$ cat src/rtl/bbox_pkg.sv
// Shared types and constants for the bounding-box pipeline stages.
package bbox_pkg;

  localparam int COORD_W = 11;
  localparam logic [7:0] BG_LEVEL = 8'hFF;

  typedef enum logic [3:0] {
    IDLE,
    DIV_X,
    DIV_Y,
    RD0,
    RD1,
    RD2,
    RD3,
    WR,
    FILL,
    FINISHED
  } state_t;

  // Luma approximation (R + 2G + B) / 4 on a 10-bit sum, truncated.
  function automatic logic [7:0] gray(input logic [7:0] r, input logic [7:0] g,
                                      input logic [7:0] b);
    logic [9:0] sum;
    sum = {2'b00, r} + {1'b0, g, 1'b0} + {2'b00, b};
    return sum[9:2];
  endfunction

endpackage

$ cat src/rtl/seq_divider.sv
// Restoring divider: one load cycle (which also resolves the quotient MSB) plus NUM_W-1 iterate
// cycles. done is high during the last iterate cycle, with quo valid in that same cycle.
module seq_divider #(
  parameter int NUM_W = 20,
  parameter int DEN_W = 12
) (
  input  logic             clk,
  input  logic             rst_n,
  input  logic             start,
  input  logic [NUM_W-1:0] num,
  input  logic [DEN_W-1:0] den,
  output logic             done,
  output logic [NUM_W-1:0] quo
);

  localparam int CNT_W = $clog2(NUM_W);

  logic             busy;
  logic [CNT_W-1:0] cnt;
  logic [NUM_W-1:0] num_q;
  logic [NUM_W-2:0] quo_q;
  logic [DEN_W-1:0] den_q;
  logic [DEN_W-1:0] rem_q;

  logic [DEN_W:0]   rem_sh;
  logic [DEN_W:0]   diff;
  logic [DEN_W-1:0] rem_nx;
  logic             fits;

  // NOTE: every always_comb output gets a default first, so no latch can be inferred.
  always_comb begin
    rem_sh = '0;
    if (busy) rem_sh = {rem_q, num_q[NUM_W-1]};
    else      rem_sh = {{DEN_W{1'b0}}, num[NUM_W-1]};
    diff   = rem_sh - {1'b0, (busy ? den_q : den)};
    fits   = (rem_sh >= {1'b0, (busy ? den_q : den)});
    rem_nx = fits ? diff[DEN_W-1:0] : rem_sh[DEN_W-1:0];
  end

  assign done = busy && (cnt == '0);
  assign quo  = {quo_q, fits};

  // NOTE: sequential state uses <= so every flop updates from pre-edge values.
  always_ff @(posedge clk or negedge rst_n) begin
    if (!rst_n) begin
      busy  <= 1'b0;
      cnt   <= '0;
      num_q <= '0;
      quo_q <= '0;
      den_q <= '0;
      rem_q <= '0;
    end else if (!busy) begin
      if (start) begin
        busy  <= 1'b1;
        cnt   <= CNT_W'(NUM_W - 2);
        num_q <= num << 1;
        den_q <= den;
        rem_q <= rem_nx;
        quo_q <= {{(NUM_W-2){1'b0}}, fits};
      end
    end else begin
      num_q <= num_q << 1;
      rem_q <= rem_nx;
      quo_q <= {quo_q[NUM_W-3:0], fits};
      if (cnt == '0) busy <= 1'b0;
      else           cnt  <= cnt - CNT_W'(1);
    end
  end

endmodule

$ cat src/rtl/bbox_downsampler.sv
// Resamples a latched bounding box of a bottom-up 24-bit BMP into an OUT_W x OUT_H grayscale grid
// (nearest neighbour), writing one output sample per 5 cycles; empty boxes fill with background.
module bbox_downsampler
  import bbox_pkg::*;
#(
  parameter int WIDTH  = 100,
  parameter int HEIGHT = 100,
  parameter int OUT_W  = 28,
  parameter int OUT_H  = 28,
  parameter int FRAC   = 8
) (
  input  logic                            clk,
  input  logic                            rst_n,
  input  logic                            start,
  output logic                            done,
  output logic                            empty,
  input  logic [COORD_W-1:0]              xMin,
  input  logic [COORD_W-1:0]              xMax,
  input  logic [COORD_W-1:0]              yMin,
  input  logic [COORD_W-1:0]              yMax,
  output logic [31:0]                     addr,
  input  logic [15:0]                     rddata,
  output logic                            out_we,
  output logic [$clog2(OUT_W*OUT_H)-1:0]  out_addr,
  output logic [7:0]                      out_data
);

  localparam int PIX_N = OUT_W * OUT_H;
  localparam int OA_W  = $clog2(PIX_N);
  localparam int COL_W = $clog2(OUT_W);
  localparam int DIM_W = COORD_W + 1;
  localparam int ACC_W = DIM_W + FRAC;

  state_t             state;
  logic [COORD_W-1:0] x_min, x_max, y_min, y_max;
  logic [ACC_W-1:0]   step_x, step_y, acc_x, acc_y;
  logic [COL_W-1:0]   col;
  logic [OA_W-1:0]    pix;
  logic [7:0]         byte0, byte1;
  logic               div_start;

  logic [DIM_W-1:0]   span_x, span_y;
  logic [ACC_W-1:0]   div_num, div_quo;
  logic [DIM_W-1:0]   div_den;
  logic               div_done;
  logic               row_end, last_pix;
  logic [ACC_W-1:0]   acc_x_nx, acc_y_nx;
  logic [31:0]        sx, sy, next_base;
  logic               unused_hi;

  assign unused_hi = ^rddata[15:8];

  assign span_x  = {1'b0, x_max} - {1'b0, x_min} + DIM_W'(1);
  assign span_y  = {1'b0, y_max} - {1'b0, y_min} + DIM_W'(1);
  assign div_num = (state == DIV_Y) ? (ACC_W'(span_y) << FRAC) : (ACC_W'(span_x) << FRAC);
  assign div_den = (state == DIV_Y) ? DIM_W'(OUT_H) : DIM_W'(OUT_W);

  seq_divider #(
    .NUM_W (ACC_W),
    .DEN_W (DIM_W)
  ) u_div (
    .clk   (clk),
    .rst_n (rst_n),
    .start (div_start),
    .num   (div_num),
    .den   (div_den),
    .done  (div_done),
    .quo   (div_quo)
  );

  assign row_end  = (col == COL_W'(OUT_W - 1));
  assign last_pix = (pix == OA_W'(PIX_N - 1));

  // Source address of the pixel about to be read: the next pixel when leaving WR, pixel 0 otherwise.
  always_comb begin
    acc_x_nx = '0;
    acc_y_nx = '0;
    if (state == WR) begin
      if (row_end) begin
        acc_x_nx = '0;
        acc_y_nx = acc_y + step_y;
      end else begin
        acc_x_nx = acc_x + step_x;
        acc_y_nx = acc_y;
      end
    end
    sx        = 32'(x_min) + 32'(acc_x_nx >> FRAC);
    sy        = 32'(y_min) + 32'(acc_y_nx >> FRAC);
    next_base = (32'(HEIGHT) - sy - 32'd1) * 32'(WIDTH * 3) + sx * 32'd3;
  end

  always_ff @(posedge clk or negedge rst_n) begin
    if (!rst_n) begin
      state     <= IDLE;
      done      <= 1'b0;
      empty     <= 1'b0;
      addr      <= '0;
      out_we    <= 1'b0;
      out_addr  <= '0;
      out_data  <= '0;
      x_min     <= '0;
      x_max     <= '0;
      y_min     <= '0;
      y_max     <= '0;
      step_x    <= '0;
      step_y    <= '0;
      acc_x     <= '0;
      acc_y     <= '0;
      col       <= '0;
      pix       <= '0;
      byte0     <= '0;
      byte1     <= '0;
      div_start <= 1'b0;
    end else begin
      div_start <= 1'b0;
      case (state)
        IDLE, FINISHED: begin
          if (start) begin
            x_min <= xMin;
            x_max <= xMax;
            y_min <= yMin;
            y_max <= yMax;
            done  <= 1'b0;
            empty <= 1'b0;
            acc_x <= '0;
            acc_y <= '0;
            col   <= '0;
            pix   <= '0;
            if ((xMax < xMin) || (yMax < yMin)) begin
              state    <= FILL;
              out_we   <= 1'b1;
              out_addr <= '0;
              out_data <= BG_LEVEL;
            end else begin
              state     <= DIV_X;
              div_start <= 1'b1;
            end
          end
        end
        DIV_X: begin
          if (div_done) begin
            step_x    <= div_quo;
            div_start <= 1'b1;
            state     <= DIV_Y;
          end
        end
        DIV_Y: begin
          if (div_done) begin
            step_y <= div_quo;
            addr   <= next_base;
            state  <= RD0;
          end
        end
        RD0: begin
          addr  <= addr + 32'd1;
          state <= RD1;
        end
        RD1: begin
          byte0 <= rddata[7:0];
          addr  <= addr + 32'd1;
          state <= RD2;
        end
        RD2: begin
          byte1 <= rddata[7:0];
          state <= RD3;
        end
        // Third byte goes straight from the bus into the sum; it is never stored.
        RD3: begin
          out_we   <= 1'b1;
          out_data <= gray(byte0, byte1, rddata[7:0]);
          out_addr <= pix;
          state    <= WR;
        end
        WR: begin
          out_we <= 1'b0;
          acc_x  <= acc_x_nx;
          acc_y  <= acc_y_nx;
          col    <= row_end ? '0 : col + COL_W'(1);
          if (last_pix) begin
            done  <= 1'b1;
            state <= FINISHED;
          end else begin
            pix   <= pix + OA_W'(1);
            addr  <= next_base;
            state <= RD0;
          end
        end
        FILL: begin
          if (out_addr == OA_W'(PIX_N - 1)) begin
            out_we <= 1'b0;
            empty  <= 1'b1;
            done   <= 1'b1;
            state  <= FINISHED;
          end else begin
            out_addr <= out_addr + OA_W'(1);
          end
        end
        default: state <= IDLE;
      endcase
    end
  end

endmodule

$ cat config.mk
export PLATFORM = sky130hd
export DESIGN_NAME = bbox_downsampler
export DESIGN_NICKNAME = d
export VERILOG_FILES = /design/src/rtl/bbox_pkg.sv /design/src/rtl/seq_divider.sv /design/src/rtl/bbox_downsampler.sv
export SDC_FILE = /design/constraint.sdc
export NUM_CORES = 1
export LEC_CHECK = 0
export BUFFER_PORTS_ARGS = -buffer_cell sky130_fd_sc_hd__buf_2
export CAP_MARGIN = 10
export CORE_UTILIZATION = 60
export DETAILED_ROUTE_END_ITERATION = 8
export GPL_ROUTABILITY_DRIVEN = 0
export PLACE_DENSITY = 0.79
export SYNTH_ARGS = -nofsm -noshare
export SYNTH_HDL_FRONTEND = slang
export SYNTH_SLANG_ARGS = --single-unit
$ cat constraint.sdc
create_clock -name clk -period 24.9 [get_ports clk]
set_clock_uncertainty 0.1 [all_clocks]
set_input_delay 1.245 -clock clk [delete_from_list [all_inputs] [get_ports clk]]
set_output_delay 1.245 -clock clk [all_outputs]
set_load 0.02 [all_outputs]
==> flow_summary.ini <==
[status]
outcome = finished clean

[placement]
portBuffers = 107
place.detailed.hpwl_mm = 34.2

[sta]
hold_violations = 0
fin_crit_ps = 11130
clock.fmax_mhz = 89.8
worst_pin_slew_ps = 1150
rsz0062_at_grt = false
setup-tns-final_ps = 0
slew_headroom = 0.229
min_period_over_period = 0.447
slew_violations = 0
final-setup-viol-count = 0

[floorplanning]
die_area_sq_um = 34400
fp.dieW_microns = 186
die_h_microns = 186
core_area_sq_um = 32900
core.rowCount = 66
start_util = 0.615
io_pins = 116

[finish]
drive_gt1_frac = 0.115
regArea_sq_um = 6560
multi_input_area_sq_um = 12700
area_growth_pct = 10.0
nNetsFinal = 2666
fillers = 2612
n_antenna_cell = 0

[setup_path]
crit_top_cell = ha_1
critical_path.slowest_cell = fa_1
worstSetupPathType = reg -> reg
r2r_start = step_y[0]
required_ps = 25240
cp_max_fo = 9
regToRegEndpoint = addr[27]
max_stage_delay_ps = 510
critPathLaunchType = flip-flop
cp-end-kind = flip-flop
rr_worst_depth = 43
cp.arrival_ps = 11470
reg2reg_slack_ps = 13770

[yosys]
synth_flop_cell = dfrtp_1
synth_top_area_share = 0.325
syn-instance-count = 2259
synth_common_cells = 280 x nand2_1, 262 x dfrtp_1, 217 x ha_1
synth-seq-cells = 262
synth_most_common_cell = nand2_1
async_flop_share = 1.00
synth_cell_types = 85
synth.net_count = 2591
seq_area_frac_synth = 0.325
synth_area_sq_um = 20200
netlist.top_cell.by_area = dfrtp_1
post_synth.cell_area_avg_sq_um = 8.94
synthTopCellsByArea = dfrtp_1 32%, ha_1 13%, nand2_1 5.2%, fa_1 5.2%, o21ai_0 4.7%
ys_warn_count = 0
synth_edf_count = 0

[clock_tree]
post_cts_buffers = 0
cts_tree = built
htree_num_levels = 1
clock_sinks = 262
clk_pin_slew_ps = 70
insertion_delay_ps = 590
cts-resized-gates = 0
cts_root_buffer = clkbuf_16
numCtsBuffers = 30
clk_path_buf_depth = 3
holdBufCountCts = 0

[grt]
grtUsageMet3 = 0.0319
top_usage_layer = met2
antenna_found_initial = 0
grtUsageMet1 = 0.374
grt_max_degree = 174
overflow = 0
grt_pass1_vias = 16196
track_usage = 0.277
grt_use_met2 = 0.472
grt_first_pass_wirelength_mm = 77.4

[hold_path]
min_to = u_div.den_q[2]
hold_path.startpoint = u_div.den_q[2]
hold_depth = 1
hold_path.class = reg -> reg

[detailed_routing]
drt-initial-drc-count = 1055
viasPerCell = 5.92
wl_per_cell_microns = 16.5
drt_wl_total_mm = 46.2
vias = 16566
route.detailed.drc = 0
drtPass1Iterations = 5
ant_nets = 0

[job]
maxCapViolCount = 0
==> layer usage <==
metal,vias up,wire length (microns)
li1,8068,-
met1,8009,20900
met2,417,22100
met3,72,2220
met4,0,1000
met5,-,0
==> registers in the layout, summed over array words and instances (netlist names), 4 cells and up <==
register / flops
addr: 32
step_x: 20
u_div.rem_q: 12
x_min: 11
y_min: 11
out_data: 8
u_div.num_q: 11
byte0: 8
acc_x: 20
y_max: 11
step_y: 20
col: 5
acc_y: 20
byte1: 8
pix: 10
u_div.cnt: 5
x_max: 11
state: 4
u_div.quo_q: 19
out_addr: 10
==> critical path, delay by kind of cell (launching register included) <==
family	cells	cell delay [ps]
compound gates	17	4160
simple gates	13	2810
fa+ha+maj	9	3240
flops	1	390
xor+xnor	1	90
buf+inv	3	180
==> worst max path at each step <==
stage / cells past startpoint / start / slack [ps] / end
after floorplan: 43 / step_y[0] / 15140 / addr[27]
after global placement: 46 / step_y[0] / 14140 / addr[23]
after detailed placement: 46 / step_y[0] / 13930 / addr[23]
after CTS: 46 / step_y[0] / 13840 / addr[23]
after global routing: 43 / step_y[0] / 12820 / addr[31]
final: 43 / step_y[0] / 13770 / addr[27]
==> metrics by stage <==
stage | instances | hold slack (ps) | cell area [sq um] | worst slack, ps | util
after CTS | 2799 | 363 | 22200 | 13840 | 0.676
after global routing | 2799 | 384 | 22200 | 12820 | 0.676
after detailed placement | 2744 | 349 | 21200 | 13930 | 0.644
after floorplan | 2259 | 319 | 20200 | 15140 | -
after global placement | 2744 | 332 | 21200 | 14140 | 0.644
final | 2799 | 362 | 22200 | 13770 | 0.676
==> layout by cell type, fill, tap and decap left out, types with 24 or more instances in the layout <==
| master | count |
|---|---|
| nand2_1 | 280 |
| dfrtp_1 | 262 |
| ha_1 | 217 |
| inv_1 | 197 |
| o21ai_0 | 188 |
| a21oi_1 | 137 |
| nor2_1 | 114 |
| buf_2 | 106 |
| xnor2_1 | 89 |
| mux2_2 | 59 |
| a21o_1 | 57 |
| fa_1 | 52 |
| nand3_1 | 50 |
| xor2_1 | 46 |
| nor3_1 | 45 |
| clkbuf_16 | 30 |
| and3_1 | 24 |
==> cells by family (layout without fill, tap and decap cells) <==
group | Yosys count | after routing | synth area share
and+or+nand+nor | 663 | 663 | 0.156
adders and majority gates | 269 | 269 | 0.186
muxes | 73 | 73 | 0.0398
AOI/OAI and AO/OA | 583 | 583 | 0.184
buffers and inverters | 274 | 372 | 0.0513
xor gates and xnor gates | 135 | 135 | 0.0585
DFF | 262 | 262 | 0.325
==> area by class of cell <==
| type | count | area share |
|---|---|---|
| multi-input cells | 1723 | 0.569 |
| inverters | 197 | 0.0333 |
| clock buffers | 39 | 0.0380 |
| clock inverters | 16 | 0.0103 |
| repair buffers | 120 | 0.0295 |
| well taps | 442 | 0.0249 |
| flip-flops and latches | 262 | 0.295 |
Power is left out: the tool's default activity adds up to more than one toggle a clock period on the data nets, which glitch-free logic cannot reach.
